--- src/rtl/dec_gpr_bank_xfer_pkg.sv ---
// Shared types and helpers for the GPR bank-switch sequencer.
// Holds the state encoding and the mask-scan functions.
package dec_gpr_bank_pkg;

    typedef enum logic [2:0] {
        ST_IDLE   = 3'd0,
        ST_DRAIN  = 3'd1,
        ST_READ   = 3'd2,
        ST_SWITCH = 3'd3,
        ST_WRITE  = 3'd4,
        ST_DONE   = 3'd5
    } xfer_state_e;

    typedef struct packed {
        logic       valid;
        logic [4:0] idx;
    } first_set_t;

    function automatic logic [4:0] popcount31(input logic [30:0] mask);
        logic [4:0] cnt;
        cnt = '0;
        for (int i = 0; i < 31; i++) begin
            cnt = cnt + {4'b0000, mask[i]};
        end
        return cnt;
    endfunction

    // Mask bit j-1 stands for register xj, so the returned index is already a register number.
    function automatic first_set_t first_set31(input logic [30:0] mask);
        first_set_t res;
        res = '0;
        for (int i = 30; i >= 0; i--) begin
            if (mask[i]) begin
                res.valid = 1'b1;
                res.idx   = 5'(i + 1);
            end
        end
        return res;
    endfunction

endpackage

--- src/rtl/dec_gpr_bank_xfer_if.sv ---
// Request/completion and GPR-port bundle between the bank-switch sequencer and its neighbours.
// The master side is the sequencer; the slave side is decode plus the GPR file.
interface dec_gpr_bank_xfer_if #(
    parameter int GPR_BANKS_LOG2 = 1
);
    logic                      switch_req;
    logic [GPR_BANKS_LOG2-1:0] switch_bank;
    logic [30:0]               copy_mask;
    logic                      pipe_idle;
    logic                      busy;
    logic                      switch_ack;
    logic                      switch_err;
    logic [GPR_BANKS_LOG2-1:0] cur_bank;
    logic                      rden;
    logic [4:0]                raddr;
    logic [31:0]               rd;
    logic                      wen;
    logic [4:0]                waddr;
    logic [31:0]               wd;
    logic                      wen_bank_id;
    logic [GPR_BANKS_LOG2-1:0] wr_bank_id;

    modport master (
        input  switch_req, switch_bank, copy_mask, pipe_idle, rd,
        output busy, switch_ack, switch_err, cur_bank,
        output rden, raddr, wen, waddr, wd, wen_bank_id, wr_bank_id
    );

    modport slave (
        output switch_req, switch_bank, copy_mask, pipe_idle, rd,
        input  busy, switch_ack, switch_err, cur_bank,
        input  rden, raddr, wen, waddr, wd, wen_bank_id, wr_bank_id
    );
endinterface

--- src/rtl/dec_gpr_xfer_buf.sv ---
// Small flop buffer carrying register values across a bank switch.
// Filled in READ order and drained in the same order during WRITE.
module dec_gpr_xfer_buf #(
    parameter int MAX_COPY = 4,
    parameter int PTR_W    = $clog2(MAX_COPY + 1)
) (
    input  logic        clk,
    input  logic        rst,
    input  logic        clr,
    input  logic        push,
    input  logic [31:0] push_data,
    input  logic        pop,
    output logic [31:0] pop_data
);

    logic [31:0]      mem [MAX_COPY];
    logic [PTR_W-1:0] wr_ptr;
    logic [PTR_W-1:0] rd_ptr;

    always_ff @(posedge clk) begin
        if (rst || clr) begin
            wr_ptr <= '0;
            rd_ptr <= '0;
        end else begin
            if (push && (wr_ptr < PTR_W'(MAX_COPY))) begin
                wr_ptr <= wr_ptr + PTR_W'(1);
            end
            if (pop && (rd_ptr != wr_ptr)) begin
                rd_ptr <= rd_ptr + PTR_W'(1);
            end
        end
    end

    always_ff @(posedge clk) begin
        for (int i = 0; i < MAX_COPY; i++) begin
            if (push && (wr_ptr == PTR_W'(i))) begin
                mem[i] <= push_data;
            end
        end
    end

    always_comb begin
        pop_data = '0;
        for (int i = 0; i < MAX_COPY; i++) begin
            if (rd_ptr == PTR_W'(i)) begin
                pop_data = mem[i];
            end
        end
    end

endmodule

--- src/rtl/dec_gpr_bank_xfer.sv ---
// Bank-switch sequencer: drains the pipe, copies masked registers out of the old bank,
// flips the bank id, then writes the same registers into the new bank.
module dec_gpr_bank_xfer
    import dec_gpr_bank_pkg::*;
#(
    parameter int GPR_BANKS      = 2,
    parameter int GPR_BANKS_LOG2 = 1,
    parameter int MAX_COPY       = 4
) (
    input  logic                clk,
    input  logic                rst,
    dec_gpr_bank_xfer_if.master bus
);

    localparam int CNT_W = $clog2(MAX_COPY + 1);

    xfer_state_e               state;
    logic [GPR_BANKS_LOG2-1:0] bank_q;
    logic [GPR_BANKS_LOG2-1:0] cur_bank_q;
    logic [30:0]               mask_rem;
    logic [30:0]               mask_copy;
    logic [CNT_W-1:0]          n_q;
    logic [CNT_W-1:0]          left_q;
    logic                      err_q;

    logic [4:0]                req_pop;
    logic                      req_bad;
    logic                      accept;
    first_set_t                scan;
    logic [31:0]               buf_data;

    assign req_pop = popcount31(bus.copy_mask);
    assign req_bad = (32'(bus.switch_bank) >= GPR_BANKS)
                   || (bus.switch_bank == cur_bank_q)
                   || (32'(req_pop) > MAX_COPY);
    assign accept  = (state == ST_IDLE) && bus.switch_req;
    assign scan    = first_set31(mask_rem);

    // The remaining mask loses its lowest set bit per transfer, matching the scan order.
    always_ff @(posedge clk) begin
        if (rst) begin
            state      <= ST_IDLE;
            bank_q     <= '0;
            cur_bank_q <= '0;
            mask_rem   <= '0;
            mask_copy  <= '0;
            n_q        <= '0;
            left_q     <= '0;
            err_q      <= 1'b0;
        end else begin
            case (state)
                ST_IDLE: begin
                    if (accept) begin
                        bank_q    <= bus.switch_bank;
                        mask_rem  <= bus.copy_mask;
                        mask_copy <= bus.copy_mask;
                        n_q       <= CNT_W'(req_pop);
                        left_q    <= CNT_W'(req_pop);
                        err_q     <= req_bad;
                        state     <= req_bad ? ST_DONE : ST_DRAIN;
                    end
                end
                ST_DRAIN: begin
                    if (bus.pipe_idle) begin
                        state <= (n_q != '0) ? ST_READ : ST_SWITCH;
                    end
                end
                ST_READ: begin
                    mask_rem <= mask_rem & (mask_rem - 31'd1);
                    left_q   <= left_q - CNT_W'(1);
                    if (left_q == CNT_W'(1)) begin
                        state <= ST_SWITCH;
                    end
                end
                ST_SWITCH: begin
                    cur_bank_q <= bank_q;
                    mask_rem   <= mask_copy;
                    left_q     <= n_q;
                    state      <= (n_q != '0) ? ST_WRITE : ST_DONE;
                end
                ST_WRITE: begin
                    mask_rem <= mask_rem & (mask_rem - 31'd1);
                    left_q   <= left_q - CNT_W'(1);
                    if (left_q == CNT_W'(1)) begin
                        state <= ST_DONE;
                    end
                end
                ST_DONE: begin
                    state <= ST_IDLE;
                end
                default: begin
                    state <= ST_IDLE;
                end
            endcase
        end
    end

    dec_gpr_xfer_buf #(
        .MAX_COPY (MAX_COPY),
        .PTR_W    (CNT_W)
    ) u_buf (
        .clk       (clk),
        .rst       (rst),
        .clr       (accept),
        .push      (state == ST_READ),
        .push_data (bus.rd),
        .pop       (state == ST_WRITE),
        .pop_data  (buf_data)
    );

    // Every GPR-side output is qualified by state so nothing leaks out of IDLE or reset.
    assign bus.busy        = (state != ST_IDLE);
    assign bus.switch_ack  = (state == ST_DONE);
    assign bus.switch_err  = (state == ST_DONE) && err_q;
    assign bus.cur_bank    = cur_bank_q;
    assign bus.rden        = (state == ST_READ);
    assign bus.raddr       = ((state == ST_READ) && scan.valid) ? scan.idx : 5'd0;
    assign bus.wen         = (state == ST_WRITE);
    assign bus.waddr       = ((state == ST_WRITE) && scan.valid) ? scan.idx : 5'd0;
    assign bus.wd          = (state == ST_WRITE) ? buf_data : 32'd0;
    assign bus.wen_bank_id = (state == ST_SWITCH);
    assign bus.wr_bank_id  = (state == ST_SWITCH) ? bank_q : '0;

endmodule
--- src/flat_wrapper.sv ---
// flat-port wrapper written by rule: the top's interface ports become plain ports
module dec_gpr_bank_xfer_flat import dec_gpr_bank_pkg::*;
#(
    parameter int GPR_BANKS      = 2,
    parameter int GPR_BANKS_LOG2 = 1,
    parameter int MAX_COPY       = 4
)
  (clk, rst, bus_switch_req, bus_switch_bank, bus_copy_mask, bus_pipe_idle, bus_rd, bus_busy, bus_switch_ack, bus_switch_err, bus_cur_bank, bus_rden, bus_raddr, bus_wen, bus_waddr, bus_wd, bus_wen_bank_id, bus_wr_bank_id);
  dec_gpr_bank_xfer_if #(.GPR_BANKS_LOG2(GPR_BANKS_LOG2)) bus_i ();
  input  logic clk;
  input  logic rst;
  input wire logic [$bits(bus_i.switch_req)-1:0] bus_switch_req;
  input wire logic [$bits(bus_i.switch_bank)-1:0] bus_switch_bank;
  input wire logic [$bits(bus_i.copy_mask)-1:0] bus_copy_mask;
  input wire logic [$bits(bus_i.pipe_idle)-1:0] bus_pipe_idle;
  input wire logic [$bits(bus_i.rd)-1:0] bus_rd;
  output wire logic [$bits(bus_i.busy)-1:0] bus_busy;
  output wire logic [$bits(bus_i.switch_ack)-1:0] bus_switch_ack;
  output wire logic [$bits(bus_i.switch_err)-1:0] bus_switch_err;
  output wire logic [$bits(bus_i.cur_bank)-1:0] bus_cur_bank;
  output wire logic [$bits(bus_i.rden)-1:0] bus_rden;
  output wire logic [$bits(bus_i.raddr)-1:0] bus_raddr;
  output wire logic [$bits(bus_i.wen)-1:0] bus_wen;
  output wire logic [$bits(bus_i.waddr)-1:0] bus_waddr;
  output wire logic [$bits(bus_i.wd)-1:0] bus_wd;
  output wire logic [$bits(bus_i.wen_bank_id)-1:0] bus_wen_bank_id;
  output wire logic [$bits(bus_i.wr_bank_id)-1:0] bus_wr_bank_id;
  assign bus_i.switch_req = bus_switch_req;
  assign bus_i.switch_bank = bus_switch_bank;
  assign bus_i.copy_mask = bus_copy_mask;
  assign bus_i.pipe_idle = bus_pipe_idle;
  assign bus_i.rd = bus_rd;
  assign bus_busy = bus_i.busy;
  assign bus_switch_ack = bus_i.switch_ack;
  assign bus_switch_err = bus_i.switch_err;
  assign bus_cur_bank = bus_i.cur_bank;
  assign bus_rden = bus_i.rden;
  assign bus_raddr = bus_i.raddr;
  assign bus_wen = bus_i.wen;
  assign bus_waddr = bus_i.waddr;
  assign bus_wd = bus_i.wd;
  assign bus_wen_bank_id = bus_i.wen_bank_id;
  assign bus_wr_bank_id = bus_i.wr_bank_id;
  dec_gpr_bank_xfer #(.GPR_BANKS(GPR_BANKS), .GPR_BANKS_LOG2(GPR_BANKS_LOG2), .MAX_COPY(MAX_COPY)) u_core (.clk(clk), .rst(rst), .bus(bus_i));
endmodule
--- config.mk ---
export PLATFORM = sky130hd
export DESIGN_NAME = dec_gpr_bank_xfer_flat
export DESIGN_NICKNAME = d
export VERILOG_FILES = /design/src/rtl/dec_gpr_bank_xfer_pkg.sv /design/src/rtl/dec_gpr_bank_xfer_if.sv /design/src/rtl/dec_gpr_xfer_buf.sv /design/src/rtl/dec_gpr_bank_xfer.sv /design/src/flat_wrapper.sv
export SDC_FILE = /design/constraint.sdc
export NUM_CORES = 1
export LEC_CHECK = 0
export CAP_MARGIN = 40
export CELL_PAD_IN_SITES_DETAIL_PLACEMENT = 1
export CELL_PAD_IN_SITES_GLOBAL_PLACEMENT = 1
export CORE_MARGIN = 5
export CORE_UTILIZATION = 50
export DETAILED_ROUTE_END_ITERATION = 16
export DONT_BUFFER_PORTS = 1
export PLACE_DENSITY = 0.84
export RECOVER_POWER = 25
export SLEW_MARGIN = 20
export SYNTH_ARGS = -nofsm -noshare
export SYNTH_HDL_FRONTEND = slang
export SYNTH_HIERARCHICAL = 1
export SYNTH_SLANG_ARGS = --single-unit
--- constraint.sdc ---
create_clock -name clk -period 6.46 [get_ports clk]
set_input_delay 1.292 -clock clk [delete_from_list [all_inputs] [get_ports clk]]
set_output_delay 1.292 -clock clk [all_outputs]
set_load 0.05 [all_outputs]
* Word-level counts from Yosys, hierarchy flattened
Memories as Yosys holds them, arrays and structs flattened. Cells that the tools add are included.
Operators by class: add/subtract/negate cells 34, order comparisons 2, eq/ne operators 18, mux-type cells 68, reductions and logical operators 25, bitwise operators 1
Operators with widths (number):
- 2-to-1 mux 32 bit | 8
- 2-to-1 mux 6 bit | 31
- adder 5 x 1 -> 5 bit | 29
- OR reduction 32 bit | 3
- one-hot mux 31 bit (3 select lines) | 1
- AND 31 bit | 1
- 2-to-1 mux 31 bit | 1
- subtractor 31 x 1 -> 31 bit, second input constant | 1
- equality test 3 x 2 -> 1 bit, second input constant | 6
- 2-to-1 mux 3 bit | 6
- one-hot mux 3 bit (5 select lines) | 1
- 2-to-1 mux 1 bit | 14
- equality test 3 x 1 -> 1 bit, second input constant | 4
- logical AND 1 bit | 10
- 2-to-1 mux 5 bit | 2
- logical NOT 3 bit | 3
- one-hot mux 3 bit (3 select lines) | 1
- nonzero test 3 bit | 3
- adder 3 x 1 -> 3 bit, second input constant | 2
- equality test 3 bit, second input constant | 2
- 2-to-1 mux 2 bit | 3
- greater-than comparator 5 x 3 -> 1 bit, second input constant | 1
- inequality test 2 x 1 -> 1 bit, second input constant | 2
- inequality test 2 bit, second input constant | 2
- 9 further kinds | 11
Word-level totals: output and inout port bits 50, RAM bits 128, bits in registers 80, logic and storage cells 159, memories kept 1
Memory list:
- u_core.u_buf.mem | words 4, bits a word 32, read ports 4, clocked after memory_dff 0, write ports 1, line dec_gpr_xfer_buf.sv:16 | logic [31:0] mem [MAX_COPY];

* Logic depth before layout (Yosys ltp)
depth after elaboration 35, gate-level depth with buffers 18

* Cells and area by module
The synthesis kept the hierarchy.
By module, submodules not included:
- dec_gpr_xfer_buf | area each 5430.2 um^2, sequential area each 3963.8 um^2, times used 1, cells an instance 370
- dec_gpr_bank_xfer | area each 4844.6 um^2, sequential area each 1481.4 um^2, times used 1, cells an instance 626

* Worst setup path after synthesis
OpenSTA, ideal clock, no wires.
kind input -> register, from input bus_copy_mask[17], to register u_core.state[2], stages 16, required time 6386 ps, path buffers 0, slack 533 ps, arrival time 5853 ps, path through fa_1 inv_1 fa_1 inv_1 fa_1 inv_1 fa_1 fa_1 fa_1 inv_1 fa_1 fa_1 o2111a_1 o31ai_1 a21oi_1 o21ai_0
Between the ends: longest elaborated chain between the ends 19
Ends and longest elaborated chain:
- from (decl) | line flat_wrapper.sv:14 | input wire logic [$bits(bus_i.copy_mask)-1:0] bus_copy_mask;
- adder 5 x 1 -> 5 bit (14 in series) | line dec_gpr_bank_xfer_pkg.sv:23 | cnt = cnt + {4'b0000, mask[i]};
- greater-than comparator 5 x 3 -> 1 bit | line dec_gpr_bank_xfer.sv:35 | || (32'(req_pop) > MAX_COPY);
- logical OR 1 bit | line dec_gpr_bank_xfer.sv:35
- 2-to-1 mux 3 bit | line dec_gpr_bank_xfer.sv:60 | state <= req_bad ? ST_DONE : ST_DRAIN;
- 2-to-1 mux 3 bit | line dec_gpr_bank_xfer.sv:53 | if (accept) begin
- one-hot mux 3 bit (5 select lines) | line dec_gpr_bank_xfer.sv:51 | case (state)
- to (signal assigned) | line dec_gpr_bank_xfer.sv:60
- to (signal assigned) | line dec_gpr_bank_xfer.sv:65 | state <= (n_q != '0) ? ST_READ : ST_SWITCH;
- to (signal assigned) | line dec_gpr_bank_xfer.sv:79 | state <= (n_q != '0) ? ST_WRITE : ST_DONE;
- to (decl) | line dec_gpr_bank_xfer.sv:17 | xfer_state_e state;
No other way between the ends. The select of a mux whose other input is x is not followed. A chain may end at the register's enable or synchronous reset.

* Worst setup path after layout
from input bus_copy_mask[17], to register u_core.left_q[1]
Between the ends: longest elaborated chain between the ends 16
Ends and longest elaborated chain:
- adder 5 x 1 -> 5 bit (14 in series) | line dec_gpr_bank_xfer_pkg.sv:23
- net u_core.req_pop[1] | line dec_gpr_bank_xfer.sv:26 | logic [4:0] req_pop;
- 2-to-1 mux 3 bit | line dec_gpr_bank_xfer.sv:53
- one-hot mux 3 bit (3 select lines) | line dec_gpr_bank_xfer.sv:51
- to (signal assigned) | line dec_gpr_bank_xfer.sv:58 | left_q <= CNT_W'(req_pop);
- to (signal assigned) | line dec_gpr_bank_xfer.sv:70 | left_q <= left_q - CNT_W'(1);
- to (signal assigned) | line dec_gpr_bank_xfer.sv:78 | left_q <= n_q;
- to (decl) | line dec_gpr_bank_xfer.sv:23 | logic [CNT_W-1:0] left_q;
The timed path passes the listed nets, and every way through them passes these cells. The select of a mux whose other input is x is not followed.

==> out/metrics.yaml <==
cts.hold.buffers_added: 0
floorplan.die.height_um: 153
post_synth_and_or_nand_nor_area_fraction: 0.151
cellLeakagePower_uw: 0.00408
floorplan.initialDensity: 0.508
areaGrowthSynthToFinish_pct: 10.1
finalWorstSetupSlack_ps: 726
synth_common_cells: "sky130_fd_sc_hd__nand2_1 (136), sky130_fd_sc_hd__edfxtp_1 (128), sky130_fd_sc_hd__a21oi_1 (101)"
grt_util_met1: 0.284
worst_ep_required_time_ps: 6860
dominant_combinational_cell_family_by_area_after_synthesis: "compound AO/OA/AOI/OAI gates"
synth_area_leader_cell: "sky130_fd_sc_hd__edfxtp_1"
hold_class: "flip-flop to flip-flop"
cp_slowest_stage_delay_ps: 560
clkLatencyLatePin_ps: 510
std_cell_rows: 52
drv.max_cap_violation_count: 0
final_layout_size_suffix_gt1_frac: 0.0798
dominantRegCellSynth: "sky130_fd_sc_hd__edfxtp_1"
p_sw_uw: 1970
route.final.wire_length_um: 27900
dr_total_vias: 7619
synth.top_cell.area_share: 0.374
synth.net_count: 1106
synth_sequential_area_ratio: 0.530
peakVddDrop_mv: 0.236
run_status: "completed"
synth_area_in_xor_xnor: 0.00938
finalSetupViolations: 0
timing.max_slew.rel_slack: 0.417
grt_util_all_layers: 0.230
p_comb_frac: 0.404
fp.dieW_um: 153
path_delay_family: "adder cells"
grt_max_degree: 77
first_global_vias: 7958
route.detailed.drc: 0
ctsLongestPathBuffers: 3
max_freq_ghz: 0.174
buffer_ports.inserted: 0
dp.final_hpwl_um: 18400
layout_worst_path_cycle_share: 0.888
synth_cell_type_count: 64
synth_fa_ha_area_frac: 0.0679
worst_path_max_delay_cell: "sky130_fd_sc_hd__fa_1"
crit_path_capture_type: "flip-flop"
globalRouteOverflowTotal: 0
boundaryPins: 118
post-cts-setup-buffers: 0
timing_worst_slew_pin_value_ps: 869
cts_htree_levels: 1
global_route.usage.met3: 0.0543
postSynthRegisterBits: 208
cts-buffers-inserted: 23
timing.critical_path.mode_cell: "sky130_fd_sc_hd__fa_1"
timing.clock.skew_ps: 12.9
drt_pre_antenna_iters: 5
post-synth-top-count-cell: "sky130_fd_sc_hd__nand2_1"
synthesis.yosys.warnings: 6
critical_path.n_buffers_inverters: 4
cp_class: "input pin to flip-flop"
post_synthesis_cells: 996
synth_area_um2: 10300
unrepaired_setup_endpoints_after_global_routing: "no"
place_ws_ps: 267
fp.dieArea_um2: 23500
post_cts_resize_count: 0
crit_path_cell_trace: "fa_1, inv_1, fa_1, inv_1, fa_1, inv_1, fa_1, fa_1, fa_1, inv_1, fa_1, fa_1, nor2_1, a22oi_1, o32ai_1, a221oi_1"
viasPerCell: 5.99
drtIter0Drc: 468
gp_congestion: 0.810
cts_root_buf: "sky130_fd_sc_hd__clkbuf_16"
startpoint_type: "input pin"
area_of_the_core_um2: 20200
synthesis.area_per_instance_um2: 10.3
cts.sink_count: 208
synthArstFlopShare: 0
critical_path.max_fanout: 4
synth-edff-count: 128
fin_nets: 1096
final_period_demand_of_the_worst_path_ps: 5730
tritoncts_clock_tree: "done"
path_clk_slew_ps: 60
critPathArrivalTime_ps: 6140
final-max-slew-violation-count: 0
hold_viol: 0
p_int_uw: 3080
global_route.peak_usage_layer: "met2"
antenna_cells_inserted: 0
globalRouteMet2Util: 0.411
grt_pass1_wl_um: 44000
power.sequential.fraction: 0.331
drt_wl_cell_um: 21.9
p_per_area_nw_per_um2: 446
drtAntennaViolNets: 0
timing.setup.tns_ps: 0
synth_compound_gate_area_share: 0.184
power_frac_clock: 0.265
switching_share: 0.391
post_synth_mux_area_share: 0.00195
synth.top_cells.by_area: "sky130_fd_sc_hd__edfxtp_1 (37%), sky130_fd_sc_hd__dfxtp_1 (16%), sky130_fd_sc_hd__nand2_1 (5.0%), sky130_fd_sc_hd__a21oi_1 (4.9%), sky130_fd_sc_hd__fa_1 (4.5%)"
initial_antenna_violation_count: 0
-- worst reg2reg max path: stages (launching register included) --
cell and delay (ps):
sky130_fd_sc_hd__dfxtp_1 710, sky130_fd_sc_hd__nor2_1 340, sky130_fd_sc_hd__nand2_1 210, sky130_fd_sc_hd__clkinv_1 530, sky130_fd_sc_hd__buf_4 470, sky130_fd_sc_hd__a21oi_1 180
sky130_fd_sc_hd__buf_4 290, sky130_fd_sc_hd__o21ai_0 180, sky130_fd_sc_hd__a221oi_1 280
-- metrics by stage --
stage / util / area [um2] / std cells / hold slack (ps) / power (uW)
floorplan: - / 10300 / 996 / 436 / 3250
finish: 0.559 / 11300 / 1272 / 457 / 5050
global route: 0.559 / 11300 / 1272 / 472 / 5350
detailed placement: 0.520 / 10500 / 1230 / 442 / 3710
global placement: 0.516 / 10400 / 1221 / 436 / 3600
CTS: 0.558 / 11300 / 1271 / 452 / 5070
-- per-layer routing --
metal / up-vias / wire length (um)
met2: 209 / 14300
li1: 3559 / -
met4: 0 / 546
met1: 3810 / 11100
met3: 41 / 1920
met5: - / 0
-- layout by cell type (no fill, tap or decap), types with 6 or more instances in the layout --
cell and n:
sky130_fd_sc_hd__edfxtp_1 128, sky130_fd_sc_hd__fa_1 23, sky130_fd_sc_hd__a32o_1 35, sky130_fd_sc_hd__dfxtp_1 80
sky130_fd_sc_hd__a22oi_1 9, sky130_fd_sc_hd__clkbuf_16 23, sky130_fd_sc_hd__nand2b_1 36, sky130_fd_sc_hd__ha_1 17
sky130_fd_sc_hd__o21ai_0 36, sky130_fd_sc_hd__nor2_1 42, sky130_fd_sc_hd__a21oi_1 101, sky130_fd_sc_hd__buf_4 24
sky130_fd_sc_hd__inv_1 58, sky130_fd_sc_hd__nand2_1 136, sky130_fd_sc_hd__and2_1 41, sky130_fd_sc_hd__xor2_1 6
sky130_fd_sc_hd__nor3_1 11, sky130_fd_sc_hd__a22o_1 17, sky130_fd_sc_hd__a31oi_1 20, sky130_fd_sc_hd__nor2b_1 6
sky130_fd_sc_hd__o21ai_1 42
-- registers in the layout, indices dropped and copies added, names as in the netlist --
register and count:
u_core/n_q 3, u_core/u_buf/rd_ptr 3, u_core/err_q 1, u_core/bank_q 1, u_core/mask_rem 31, u_core/u_buf/wr_ptr 3
u_core/mask_copy 31, u_core/left_q 3, u_core/u_buf/mem 128, u_core/state 3, u_core/bus.cur_bank 1
-- kinds of logic after synthesis --
| logic type | Yosys count |
|---|---|
| buffers and inverters | 123 |
| flip-flops | 208 |
| adder cells (fa/ha/maj) | 42 |
| XOR/XNOR | 11 |
| multiplexers | 2 |
| AO/OA/AOI/OAI | 296 |
| AND/OR/NAND/NOR | 314 |
-- power by group through the flow --
stage	clock network (uW)	logic, uW	registers (uW)
after floorplan	0	1610	1650
after global placement	0	1910	1690
after detailed placement	0	2020	1690
after CTS	1370	2040	1670
after global routing	1430	2230	1690
final	1340	2040	1670
-- final cells by class --
| class | count | area [um2] |
|---|---|---|
| Inverter | 60 | 239 |
| Sequential cell | 208 | 5450 |
| Timing Repair Buffer | 28 | 228 |
| Multi-Input combinational cell | 665 | 4290 |
| Clock inverter | 16 | 190 |
| Tap cell | 270 | 338 |
| Fill cell | 2225 | 8920 |
| Clock buffer | 25 | 583 |
-- worst paths after layout --
kind                                           from                  end  slack, ps  cells after the start
worst max register to register      u_core/state[1]   u_core/mask_rem[0]       3180                      8
worst max-delay path              bus_copy_mask[17]     u_core/left_q[1]        730                     16
worst min register to register  u_core/mask_copy[5]  u_core/mask_copy[5]        460                      2
worst min-delay path            u_core/mask_copy[5]  u_core/mask_copy[5]        460                      2
Note: power is estimated with default switching activity, not from simulation.
